$ cat config.mk
export PLATFORM = sky130hd
export DESIGN_NAME = dm_access_ctrl_flat
export DESIGN_NICKNAME = d
export VERILOG_FILES = /design/src/rtl/dm_access_if.sv /design/src/rtl/dm_access_ctrl.sv /design/src/flat_wrapper.sv
export SDC_FILE = /design/constraint.sdc
export NUM_CORES = 1
export LEC_CHECK = 0
export ABC_AREA = 1
export CAP_MARGIN = 30
export CORE_MARGIN = 8
export CORE_UTILIZATION = 51
export CTS_CLUSTER_SIZE = 20
export DETAILED_ROUTE_END_ITERATION = 10
export PLACE_DENSITY = 0.88
export SYNTH_ARGS = -nofsm -noshare
export SYNTH_HDL_FRONTEND = slang
export SYNTH_SLANG_ARGS = --single-unit
$ cat constraint.sdc
create_clock -name clk -period 3.4 [get_ports clk]
set_input_delay 0.68 -clock clk [delete_from_list [all_inputs] [get_ports clk]]
set_output_delay 0.68 -clock clk [all_outputs]
set_load 0.005 [all_outputs]
$ cat src/rtl/dm_access_if.sv
// Request/response bus between the MEM stage (master) and the data-memory
// access controller (slave). Valid/ready handshake on the request side and
// a single-cycle response pulse on the return side.
interface dm_access_if;
    logic        req_valid;
    logic        req_ready;
    logic        req_write;
    logic [1:0]  req_size;
    logic        req_unsigned;
    logic [31:0] req_addr;
    logic [31:0] req_wdata;
    logic        rsp_valid;
    logic [31:0] rsp_rdata;
    logic        rsp_err;

    modport master (
        output req_valid, req_write, req_size, req_unsigned, req_addr, req_wdata,
        input  req_ready, rsp_valid, rsp_rdata, rsp_err
    );

    modport slave (
        input  req_valid, req_write, req_size, req_unsigned, req_addr, req_wdata,
        output req_ready, rsp_valid, rsp_rdata, rsp_err
    );
endinterface

$ cat src/rtl/dm_access_ctrl.sv
// Data-memory access controller. Sequences MEM-stage loads/stores onto a
// single-port synchronous SRAM (1-cycle read latency, active-low CEB/WEB/BWEB).
// Performs byte-lane steering, store masking and load sign/zero extension.
// A misaligned access that crosses a word boundary is issued as two aligned
// beats (word wa, then wa+1 modulo 2^ADDR_W).
//
// Build option: define DM_MISALIGN_TRAP_EN to reject any access whose byte
// offset is not a multiple of its size. A rejected access issues no SRAM beat
// and returns rsp_err=1 one cycle after accept. Without the macro rsp_err is 0.
module dm_access_ctrl #(
    parameter int ADDR_W = 14
) (
    input  logic              clk,
    input  logic              rst,
    dm_access_if.slave        bus,
    output logic              sram_ceb,
    output logic              sram_web,
    output logic [31:0]       sram_bweb,
    output logic [ADDR_W-1:0] sram_addr,
    output logic [31:0]       sram_din,
    input  logic [31:0]       sram_dout
);

    typedef enum logic [1:0] {
        IDLE  = 2'd0,
        BEAT0 = 2'd1,
        BEAT1 = 2'd2,
        FIN   = 2'd3
    } state_t;

    state_t state_q, state_d;

    // Captured request. size_q holds the normalised size: 0=byte, 1=half, 2=word.
    logic              wr_q;
    logic              uns_q;
    logic [1:0]        size_q;
    logic [1:0]        off_q;
    logic [ADDR_W-1:0] wa_q;
    logic              split_q;
    logic [31:0]       wdata_q;
    logic [31:0]       lo_buf_q;
`ifdef DM_MISALIGN_TRAP_EN
    logic              err_q;
`endif

    // Request decode (only meaningful at accept).
    logic              accept;
    logic [1:0]        req_off;
    logic [1:0]        req_sz;
    logic [2:0]        req_nbytes;
    logic              req_split;
    logic              req_misalign;

    // Byte address bits above the SRAM word address are deliberately ignored.
    logic              unused_addr_hi;
    assign unused_addr_hi = ^bus.req_addr[31:ADDR_W+2];

    // Datapath.
    logic [4:0]        shamt;
    logic [63:0]       lane64;
    logic [63:0]       mask_base;
    logic [63:0]       mask64;
    logic [63:0]       rd64;
    logic [31:0]       sel;
    logic [31:0]       load_data;

    assign accept = (state_q == IDLE) && bus.req_valid;

    // Decode size/offset of the incoming request and detect word-crossing.
    always_comb begin
        // NOTE: every signal written here gets a default first so no path
        // leaves it unassigned, which would otherwise infer a latch.
        req_off      = bus.req_addr[1:0];
        req_sz       = 2'd2;
        req_nbytes   = 3'd4;
        req_misalign = 1'b0;
        case (bus.req_size)
            2'd0: begin
                req_sz     = 2'd0;
                req_nbytes = 3'd1;
            end
            2'd1: begin
                req_sz       = 2'd1;
                req_nbytes   = 3'd2;
                req_misalign = req_off[0];
            end
            default: begin
                req_sz       = 2'd2;
                req_nbytes   = 3'd4;
                req_misalign = (req_off != 2'd0);
            end
        endcase
        req_split = (({1'b0, req_off} + req_nbytes) > 3'd4);
    end

    // State and request registers; capture on accept, low beat on BEAT1 loads.
    always_ff @(posedge clk) begin
        // NOTE: sequential state uses non-blocking assignments so every
        // register samples pre-edge values regardless of statement order.
        if (rst) begin
            state_q  <= IDLE;
            wr_q     <= 1'b0;
            uns_q    <= 1'b0;
            size_q   <= 2'd0;
            off_q    <= 2'd0;
            wa_q     <= '0;
            split_q  <= 1'b0;
            wdata_q  <= 32'd0;
            lo_buf_q <= 32'd0;
`ifdef DM_MISALIGN_TRAP_EN
            err_q    <= 1'b0;
`endif
        end else begin
            state_q <= state_d;
            if (accept) begin
                wr_q    <= bus.req_write;
                uns_q   <= bus.req_unsigned;
                size_q  <= req_sz;
                off_q   <= req_off;
                wa_q    <= bus.req_addr[ADDR_W+1:2];
                split_q <= req_split;
                wdata_q <= bus.req_wdata;
`ifdef DM_MISALIGN_TRAP_EN
                err_q   <= req_misalign;
`endif
            end
            if ((state_q == BEAT1) && !wr_q) begin
                lo_buf_q <= sram_dout;
            end
        end
    end

    // Next-state logic.
    always_comb begin
        state_d = state_q;
        case (state_q)
            IDLE: begin
                if (bus.req_valid) begin
`ifdef DM_MISALIGN_TRAP_EN
                    state_d = req_misalign ? FIN : BEAT0;
`else
                    state_d = BEAT0;
`endif
                end
            end
            BEAT0:   state_d = split_q ? BEAT1 : FIN;
            BEAT1:   state_d = FIN;
            default: state_d = IDLE;
        endcase
    end

    // Lane steering for stores and alignment/extension for loads.
    always_comb begin
        shamt  = {off_q, 3'b000};
        lane64 = {32'd0, wdata_q} << shamt;
        case (size_q)
            2'd0:    mask_base = 64'h0000_0000_0000_00FF;
            2'd1:    mask_base = 64'h0000_0000_0000_FFFF;
            default: mask_base = 64'h0000_0000_FFFF_FFFF;
        endcase
        mask64 = mask_base << shamt;
        rd64   = split_q ? {sram_dout, lo_buf_q} : {32'd0, sram_dout};
        sel    = rd64[shamt +: 32];
        case (size_q)
            2'd0:    load_data = uns_q ? {24'd0, sel[7:0]}   : {{24{sel[7]}}, sel[7:0]};
            2'd1:    load_data = uns_q ? {16'd0, sel[15:0]}  : {{16{sel[15]}}, sel[15:0]};
            default: load_data = sel;
        endcase
    end

    // SRAM and response outputs; idle values outside beats and during reset.
    always_comb begin
        sram_ceb      = 1'b1;
        sram_web      = 1'b1;
        sram_bweb     = '1;
        sram_addr     = '0;
        sram_din      = 32'd0;
        bus.rsp_valid = 1'b0;
        bus.rsp_rdata = 32'd0;
        bus.rsp_err   = 1'b0;
        bus.req_ready = 1'b0;
        if (!rst) begin
            case (state_q)
                IDLE: bus.req_ready = 1'b1;
                BEAT0: begin
                    sram_ceb  = 1'b0;
                    sram_addr = wa_q;
                    if (wr_q) begin
                        sram_web  = 1'b0;
                        sram_din  = lane64[31:0];
                        sram_bweb = ~mask64[31:0];
                    end
                end
                BEAT1: begin
                    sram_ceb  = 1'b0;
                    sram_addr = wa_q + ADDR_W'(1);
                    if (wr_q) begin
                        sram_web  = 1'b0;
                        sram_din  = lane64[63:32];
                        sram_bweb = ~mask64[63:32];
                    end
                end
                default: begin
                    bus.rsp_valid = 1'b1;
                    bus.rsp_rdata = wr_q ? 32'd0 : load_data;
`ifdef DM_MISALIGN_TRAP_EN
                    if (err_q) begin
                        bus.rsp_err   = 1'b1;
                        bus.rsp_rdata = 32'd0;
                    end
`endif
                end
            endcase
        end
    end

endmodule

$ cat src/flat_wrapper.sv
// flat-port wrapper written by rule: the top's interface ports become plain ports
module dm_access_ctrl_flat 
#(
    parameter int ADDR_W = 14
)
  (clk, rst, sram_ceb, sram_web, sram_bweb, sram_addr, sram_din, sram_dout, bus_req_valid, bus_req_write, bus_req_size, bus_req_unsigned, bus_req_addr, bus_req_wdata, bus_req_ready, bus_rsp_valid, bus_rsp_rdata, bus_rsp_err);
  dm_access_if bus_i ();
  input  logic clk;
  input  logic rst;
  output logic sram_ceb;
  output logic sram_web;
  output logic [31:0] sram_bweb;
  output logic [ADDR_W-1:0] sram_addr;
  output logic [31:0] sram_din;
  input  logic [31:0] sram_dout;
  input wire logic [$bits(bus_i.req_valid)-1:0] bus_req_valid;
  input wire logic [$bits(bus_i.req_write)-1:0] bus_req_write;
  input wire logic [$bits(bus_i.req_size)-1:0] bus_req_size;
  input wire logic [$bits(bus_i.req_unsigned)-1:0] bus_req_unsigned;
  input wire logic [$bits(bus_i.req_addr)-1:0] bus_req_addr;
  input wire logic [$bits(bus_i.req_wdata)-1:0] bus_req_wdata;
  output wire logic [$bits(bus_i.req_ready)-1:0] bus_req_ready;
  output wire logic [$bits(bus_i.rsp_valid)-1:0] bus_rsp_valid;
  output wire logic [$bits(bus_i.rsp_rdata)-1:0] bus_rsp_rdata;
  output wire logic [$bits(bus_i.rsp_err)-1:0] bus_rsp_err;
  assign bus_i.req_valid = bus_req_valid;
  assign bus_i.req_write = bus_req_write;
  assign bus_i.req_size = bus_req_size;
  assign bus_i.req_unsigned = bus_req_unsigned;
  assign bus_i.req_addr = bus_req_addr;
  assign bus_i.req_wdata = bus_req_wdata;
  assign bus_req_ready = bus_i.req_ready;
  assign bus_rsp_valid = bus_i.rsp_valid;
  assign bus_rsp_rdata = bus_i.rsp_rdata;
  assign bus_rsp_err = bus_i.rsp_err;
  dm_access_ctrl #(.ADDR_W(ADDR_W)) u_core (.clk(clk), .rst(rst), .bus(bus_i), .sram_ceb(sram_ceb), .sram_web(sram_web), .sram_bweb(sram_bweb), .sram_addr(sram_addr), .sram_din(sram_din), .sram_dout(sram_dout));
endmodule
==> results.py, run 1 <==
metrics = {
    "pwr": {
        "p_per_area_nw_per_um2": 705.4,
        "total_power_mw": 6.152,
        "leakagePower_nw": 3.656,
        "ir_drop_mv": 0.3652,
    },
    "timing": {
        "fin_crit_ns": 3.318,
        "tightestPinTransition_ns": 1.032,
        "final_hold_viol_count": 0,
        "skew_ns": 0.004416,
        "drv_slew": 0,
        "finalCritPeriodShare_pct": 97.60,
        "fmax_mhz": 301.4,
        "setup_viol": 0,
        "fin_tns_setup_ns": 0,
        "slew_headroom_pct": 31.09,
        "whs_ns": 0.4797,
        "fin_ws_ns": 0.08176,
        "rsz0062_at_grt": "no",
    },
    "die": {
        "start_util_pct": 51.71,
        "dieWidth_um": 128.7,
        "rows": 41,
        "die_h_um": 128.7,
        "ioPinCount": 218,
        "die-area_um2": 16550,
        "core_area_um2": 12520,
    },
    "finish": {
        "syn_to_final_growth_pct": 34.76,
        "final_cell_count_no_fill": 1419,
        "num-nets-final": 1352,
        "final_cell_area_um2": 8722,
        "final_util_pct": 69.68,
        "post_route_cells_drive_above_1_share_pct": 5.213,
        "final_common_cell": "nand2_1",
        "layout_common_cells": "nand2_1, clkdlybuf4s50_1, nor2_1, o21ai_0, a21oi_1",
        "diodes": 0,
    },
    "global_routing": {
        "grt_usage_pct": 28.01,
        "grt_max_degree": 85,
        "overflow": 0,
        "first_global_vias": 7177,
        "antenna_found_initial": 0,
        "grt_pass1_wl_mm": 37.38,
    },
    "cts": {
        "cts_sinks": 87,
        "tritoncts": "done",
        "cts_root_buf": "clkbuf_16",
        "worstSkewPairLatency_ns": 0.35,
        "cts.hold.buffers_added": 0,
        "numCtsBuffers": 9,
        "clkTransAtPathRegs_ns": 0.06,
        "htree_levels": 3,
        "cts_buffer_depth": 2,
    },
    "routing": {
        "drc": 0,
        "first_iter_violations": 1317,
        "ant_nets": 0,
        "drt-pass1-iter-count": 6,
        "post_drt_via_cell_ratio": 5.692,
        "vias": 8077,
        "wl_per_cell_um": 17.06,
        "wl_mm": 24.21,
    },
    "place": {
        "dp_hpwl_mm": 17.35,
        "postPlaceCellArea_um2": 8330,
        "gp_congestion": 0.9607,
        "dp_cells": 1401,
        "port_buffers": 200,
        "place_ws_ns": 0.001117,
    },
    "synth": {
        "synthCells": 1110,
        "ys_warn_count": 0,
        "syn-cell-area_um2": 6472,
        "avgSynthCellArea_um2": 5.831,
        "ys_types": 33,
        "ys_seq_elements": 87,
        "syn-num-nets": 1220,
        "ys_seq_area_share_pct": 26.91,
    },
    "critical_path": {
        "path_class": "input port to output pin",
        "crit_fanout": 13,
        "critPathLaunch": "rst",
        "startpoint_type": "input port",
        "r2r-start": "u_core.state_q[0]",
        "cp.required_ns": 2.72,
        "critPathArrivalTime_ns": 2.64,
        "cp-end-kind": "output pin",
    },
    "worst_hold_path": {
        "hp-start": "u_core.wdata_q[20]",
        "hp-class": "register to register",
    },
    "flow_run": {
        "drv_cap": 0,
    },
    "status": {
        "outcome": "finished, final reports clean",
    },
}
==> worst max-delay path, cell delays in order <==
cell,delay (ns)
clkdlybuf4s50_1,0.50
nor2_4,0.16
buf_4,0.21
clkinvlp_4,0.11
buf_4,0.16
a221oi_1,0.25
clkdlybuf4s50_1,0.57
==> routing by layer <==
layer	track usage, %	wire length (µm)	vias up
met1	37.62	9879	3637
met3	5.461	2568	50
li1	-	-	3899
met4	10.78	654	0
met5	0	0	-
met2	43.35	11100	491
==> area by class of cell <==
cell class                      instances  area [µm²]
Tap cell                              172       215.2
Inverter                               84       320.3
Clock buffer                           10       239.0
Multi-Input combinational cell        834        3866
Sequential cell                        87        1745
Fill cell                            1153        3795
Clock inverter                          6       107.6
Timing Repair Buffer                  226        2228
==> power by group <==
group / internal [mW] / switching, mW / leakage (nW)
combinational: 1.26 / 2.10 / 2.77
clock: 0.736 / 0.427 / 0.168
sequential: 1.36 / 0.270 / 0.718
total: 3.36 / 2.80 / 3.66
==> what timing repair did <==
action / CTS / global route
hold endpoints to repair: 0 / 0
resized for setup: 2 / 6
endpoints found under the setup margin: 1 / 22
pin swaps: 0 / 1
setup buffers: 0 / 1
gates cloned: 0 / 1
==> sequential cells by signal, indices dropped and copies added, names as in the netlist, 2 cells and up <==
signal,count
u_core.wa_q,14
u_core.state_q,2
u_core.size_q,2
u_core.wdata_q,32
u_core.lo_buf_q,32
u_core.off_q,2
==> cells in the mapped netlist, drive strengths merged <==
| library cell | instances | share of area [%] |
|---|---|---|
| nor2 | 151 | 9.0 |
| clkbuf | 38 | 2.2 |
| inv | 78 | 4.5 |
| conb | 1 | 0.058 |
| a221oi | 2 | 0.27 |
| a211oi | 8 | 0.93 |
| ha | 6 | 1.2 |
| o21bai | 1 | 0.12 |
| o211ai | 2 | 0.23 |
| clkinv | 6 | 0.35 |
| nand2 | 260 | 15 |
| nand4 | 11 | 1.1 |
| a31oi | 10 | 0.97 |
| o21ai | 141 | 11 |
| nand3 | 84 | 6.8 |
| a21boi | 1 | 0.12 |
| o21a | 1 | 0.12 |
| o22ai | 10 | 0.97 |
| nor3 | 4 | 0.31 |
| a21oi | 139 | 11 |
| dfxtp | 87 | 27 |
| buf | 68 | 6.7 |
| fa | 1 | 0.31 |
==> cells by family (layout without fill, tap and decap cells) <==
group,Yosys count,after routing,synth area share (%)
flip-flops,87,87,26.91
AO/OA/AOI/OAI,315,315,25.36
other,1,1,0.05794
AND/OR/NAND/NOR,510,511,32.40
buffers and inverters,190,326,13.80
adder cells (fa/ha/maj),7,7,1.469
==> worst paths after layout <==
path | end | slack [ns] | cells past startpoint
hold reg to reg | u_core.wdata_q[20] | 0.48 | 2
setup reg to reg | u_core.lo_buf_q[10] | 1.38 | 7
setup / recovery | sram_addr[4] | 0.08 | 7
hold / removal | u_core.wdata_q[20] | 0.48 | 2
Power figures use the tool's default switching activity.
==> run 2, diff against run 1 <==
--- a/config.mk
+++ b/config.mk
@@ -5,13 +5,13 @@
 export SDC_FILE = /design/constraint.sdc
 export NUM_CORES = 1
 export LEC_CHECK = 0
-export ABC_AREA = 1
+export ABC_AREA = 0
 export CAP_MARGIN = 30
 export CORE_MARGIN = 8
-export CORE_UTILIZATION = 51
+export CORE_UTILIZATION = 50
 export CTS_CLUSTER_SIZE = 20
 export DETAILED_ROUTE_END_ITERATION = 10
-export PLACE_DENSITY = 0.88
+export PLACE_DENSITY = 0.87
 export SYNTH_ARGS = -nofsm -noshare
 export SYNTH_HDL_FRONTEND = slang
 export SYNTH_SLANG_ARGS = --single-unit
==> results.py, run 2 <==
metrics = {
    "die": {
        "rows": 41,
        "die-area_um2": 16490,
        "die_h_um": 128.4,
        "core_area_um2": 12470,
        "ioPinCount": 218,
        "start_util_pct": 50.69,
        "dieWidth_um": 128.4,
    },
    "routing": {
        "drt-pass1-iter-count": 5,
        "post_drt_via_cell_ratio": 5.785,
        "vias": 7156,
        "ant_nets": 0,
        "first_iter_violations": 688,
        "wl_per_cell_um": 18.08,
        "drc": 0,
        "wl_mm": 22.36,
    },
    "timing": {
        "whs_ns": 0.4520,
        "skew_ns": 0.003619,
        "fin_crit_ns": 3.336,
        "setup_viol": 0,
        "fmax_mhz": 299.8,
        "slew_headroom_pct": 48.32,
        "fin_ws_ns": 0.06403,
        "rsz0062_at_grt": "yes",
        "finalCritPeriodShare_pct": 98.12,
        "fin_tns_setup_ns": 0,
        "tightestPinTransition_ns": 0.7724,
        "final_hold_viol_count": 0,
        "drv_slew": 0,
    },
    "global_routing": {
        "first_global_vias": 6783,
        "overflow": 0,
        "grt_max_degree": 52,
        "grt_pass1_wl_mm": 34.57,
        "grt_usage_pct": 25.98,
        "antenna_found_initial": 2,
    },
    "critical_path": {
        "path_cells": "clkdlybuf4s15_2 > mux2i_2 > mux4_2 > or4b_4 > and3_4 > buf_4 > nor2_1 > clkdlybuf4s15_1",
        "crit_fanout": 4,
        "path_class": "input port to output pin",
        "critical-path-max-stage-delay_ns": 0.51,
        "cp.required_ns": 2.72,
        "r2r-start": "u_core.state_q[0]",
        "r2r_end": "u_core.wa_q[3]",
        "r2r_slack_ns": 1.43,
        "cp-end-kind": "output pin",
        "crit_slowest_cell": "or4b_4",
        "startpoint_type": "input port",
        "critPathArrivalTime_ns": 2.66,
        "reg2reg_depth": 6,
    },
    "worst_hold_path": {
        "hold_depth": 2,
        "hp-start": "u_core.lo_buf_q[19]",
        "hp-class": "register to register",
        "hold-path-endpoint": "u_core.lo_buf_q[19]",
    },
    "synth": {
        "syn-num-nets": 1020,
        "ys.flop_type": "dfxtp_1",
        "synth_top_area_share_pct": 27.56,
        "ys_warn_count": 0,
        "avgSynthCellArea_um2": 6.943,
        "ys_seq_area_share_pct": 27.56,
        "ys_top_cells_by_count": "nand2_1, a21oi_1, dfxtp_1, mux2i_1, clkbuf_1",
        "synth.area.top_cells": "dfxtp_1, nand2_1, a21oi_1",
        "syn-cell-area_um2": 6319,
        "ys_types": 50,
        "synth.largest_area_cell": "dfxtp_1",
        "synth_most_common_cell": "nand2_1",
        "async_flop_share_pct": 0,
        "ys_seq_elements": 87,
        "synthCells": 910,
        "synth_edf_count": 0,
    },
    "pwr": {
        "p_per_area_nw_per_um2": 565.7,
        "ir_drop_mv": 0.2971,
        "leakagePower_nw": 3.230,
    },
    "cts": {
        "worstSkewPairLatency_ns": 0.34,
        "cts_buffer_depth": 2,
        "tritoncts": "done",
        "htree_levels": 3,
        "numCtsBuffers": 9,
        "cts.hold.buffers_added": 0,
        "cts_root_buf": "clkbuf_16",
        "clkTransAtPathRegs_ns": 0.06,
        "cts_sinks": 87,
    },
    "flow_run": {
        "drv_cap": 0,
    },
    "finish": {
        "final_cell_count_no_fill": 1237,
        "post_route_cells_drive_above_1_share_pct": 13.80,
        "layout_common_cells": "nand2_1, clkdlybuf4s50_1, a21oi_1, dfxtp_1, mux2i_1",
        "final_common_cell": "nand2_1",
        "syn_to_final_growth_pct": 38.55,
        "num-nets-final": 1171,
        "fill_cells": 1052,
        "top_regs": "u_core.lo_buf_q: 32 flops, u_core.wdata_q: 32 flops, u_core.wa_q: 14 flops",
        "diodes": 0,
    },
    "place": {
        "place_ws_ns": -0.5099,
        "dp_hpwl_mm": 15.66,
        "gp_congestion": 0.9306,
        "dp_cells": 1212,
        "port_buffers": 200,
    },
    "status": {
        "outcome": "finished, final reports clean",
    },
}
==> run 2: cell count changes in the layout (fill, tap and decap cells not counted), sizes merged, moves of 9 or more <==
cell,previous run,this run
nand2,260,249
dlygate4sd2,0,12
inv,77,7
nand2b,0,14
clkdlybuf4s50,199,169
mux2,0,32
o21ai,141,54
nor2,151,54
mux2i,0,61
nand3,85,8
buf,26,46
and3,0,10
clkdlybuf4s15,0,9
==> run 2: worst max path at each step <==
stage / start / to / slack [ns]
after floorplan: rst / bus_rsp_rdata[21] / 0.28
after global placement: sram_dout[31] / bus_rsp_rdata[23] / -0.42
after detailed placement: sram_dout[31] / bus_rsp_rdata[31] / -0.51
after CTS: sram_dout[23] / bus_rsp_rdata[30] / 0.001
after global routing: u_core.state_q[0] / sram_din[23] / -0.03
final: sram_dout[31] / bus_rsp_rdata[17] / 0.06
==> run 2: layer usage <==
metal  up-vias  track usage, %  part of all wire, %
li1       3400               -                    -
met1      3298           29.56                   38
met2       389           43.36                   47
met3        65           8.854                   11
met4         4           11.47                  3.5
met5         -               0                0.089
==> run 2: power breakdown <==
part           switching, mW  internal, mW  leakage (nW)
logic                   1.32          1.12          2.36
clock network          0.413         0.658         0.155
registers              0.210          1.23         0.712
==> run 2: timing repair <==
item / CTS / global route
pin swaps: 2 / 1
setup buffers: 9 / 0
resized for setup: 56 / 26
cloned: 1 / 0
hold endpoints to repair: 0 / 0
setup endpoints to repair: 39 / 67
==> run 2: through the flow <==
step	utilization (%)	total power, mW	instance area [µm²]
3_5_place_dp	66.42	3.782	8279
5_1_grt	70.23	5.245	8755
4_1_cts	69.72	4.899	8691
6_report	70.23	4.953	8755
3_3_place_gp	66.42	3.722	8279
2_1_floorplan	-	2.984	6319
==> run 2: final cells by class <==
class	count	area [µm²]	area share, %
clock buffers	11	242.7	2.773
clock inverters	4	70.07	0.8003
inverters	9	37.54	0.4288
multi-input cells	711	4136	47.25
flip-flops and latches	87	1748	19.97
well taps	172	215.2	2.458
repair buffers	243	2305	26.33
==> run 2: logic make-up (layout without fill, tap and decap cells) <==
| logic type | Yosys count | count (layout) | share of synthesized area, % |
|---|---|---|---|
| other | 1 | 1 | 0.05935 |
| adder cells (fa/ha/maj) | 7 | 7 | 1.505 |
| buffers and inverters | 113 | 267 | 8.752 |
| AO/OA/AOI/OAI | 241 | 241 | 21.64 |
| multiplexers | 95 | 95 | 16.08 |
| AND/OR/NAND/NOR | 364 | 365 | 24.12 |
| XOR/XNOR | 2 | 2 | 0.2773 |
| flip-flops | 87 | 87 | 27.56 |
==> run 2: critical path, delay by kind of cell <==
family,cells,cell delay (ns)
buffers and inverters,3,0.59
muxes,2,0.57
and+or+nand+nor,3,0.81
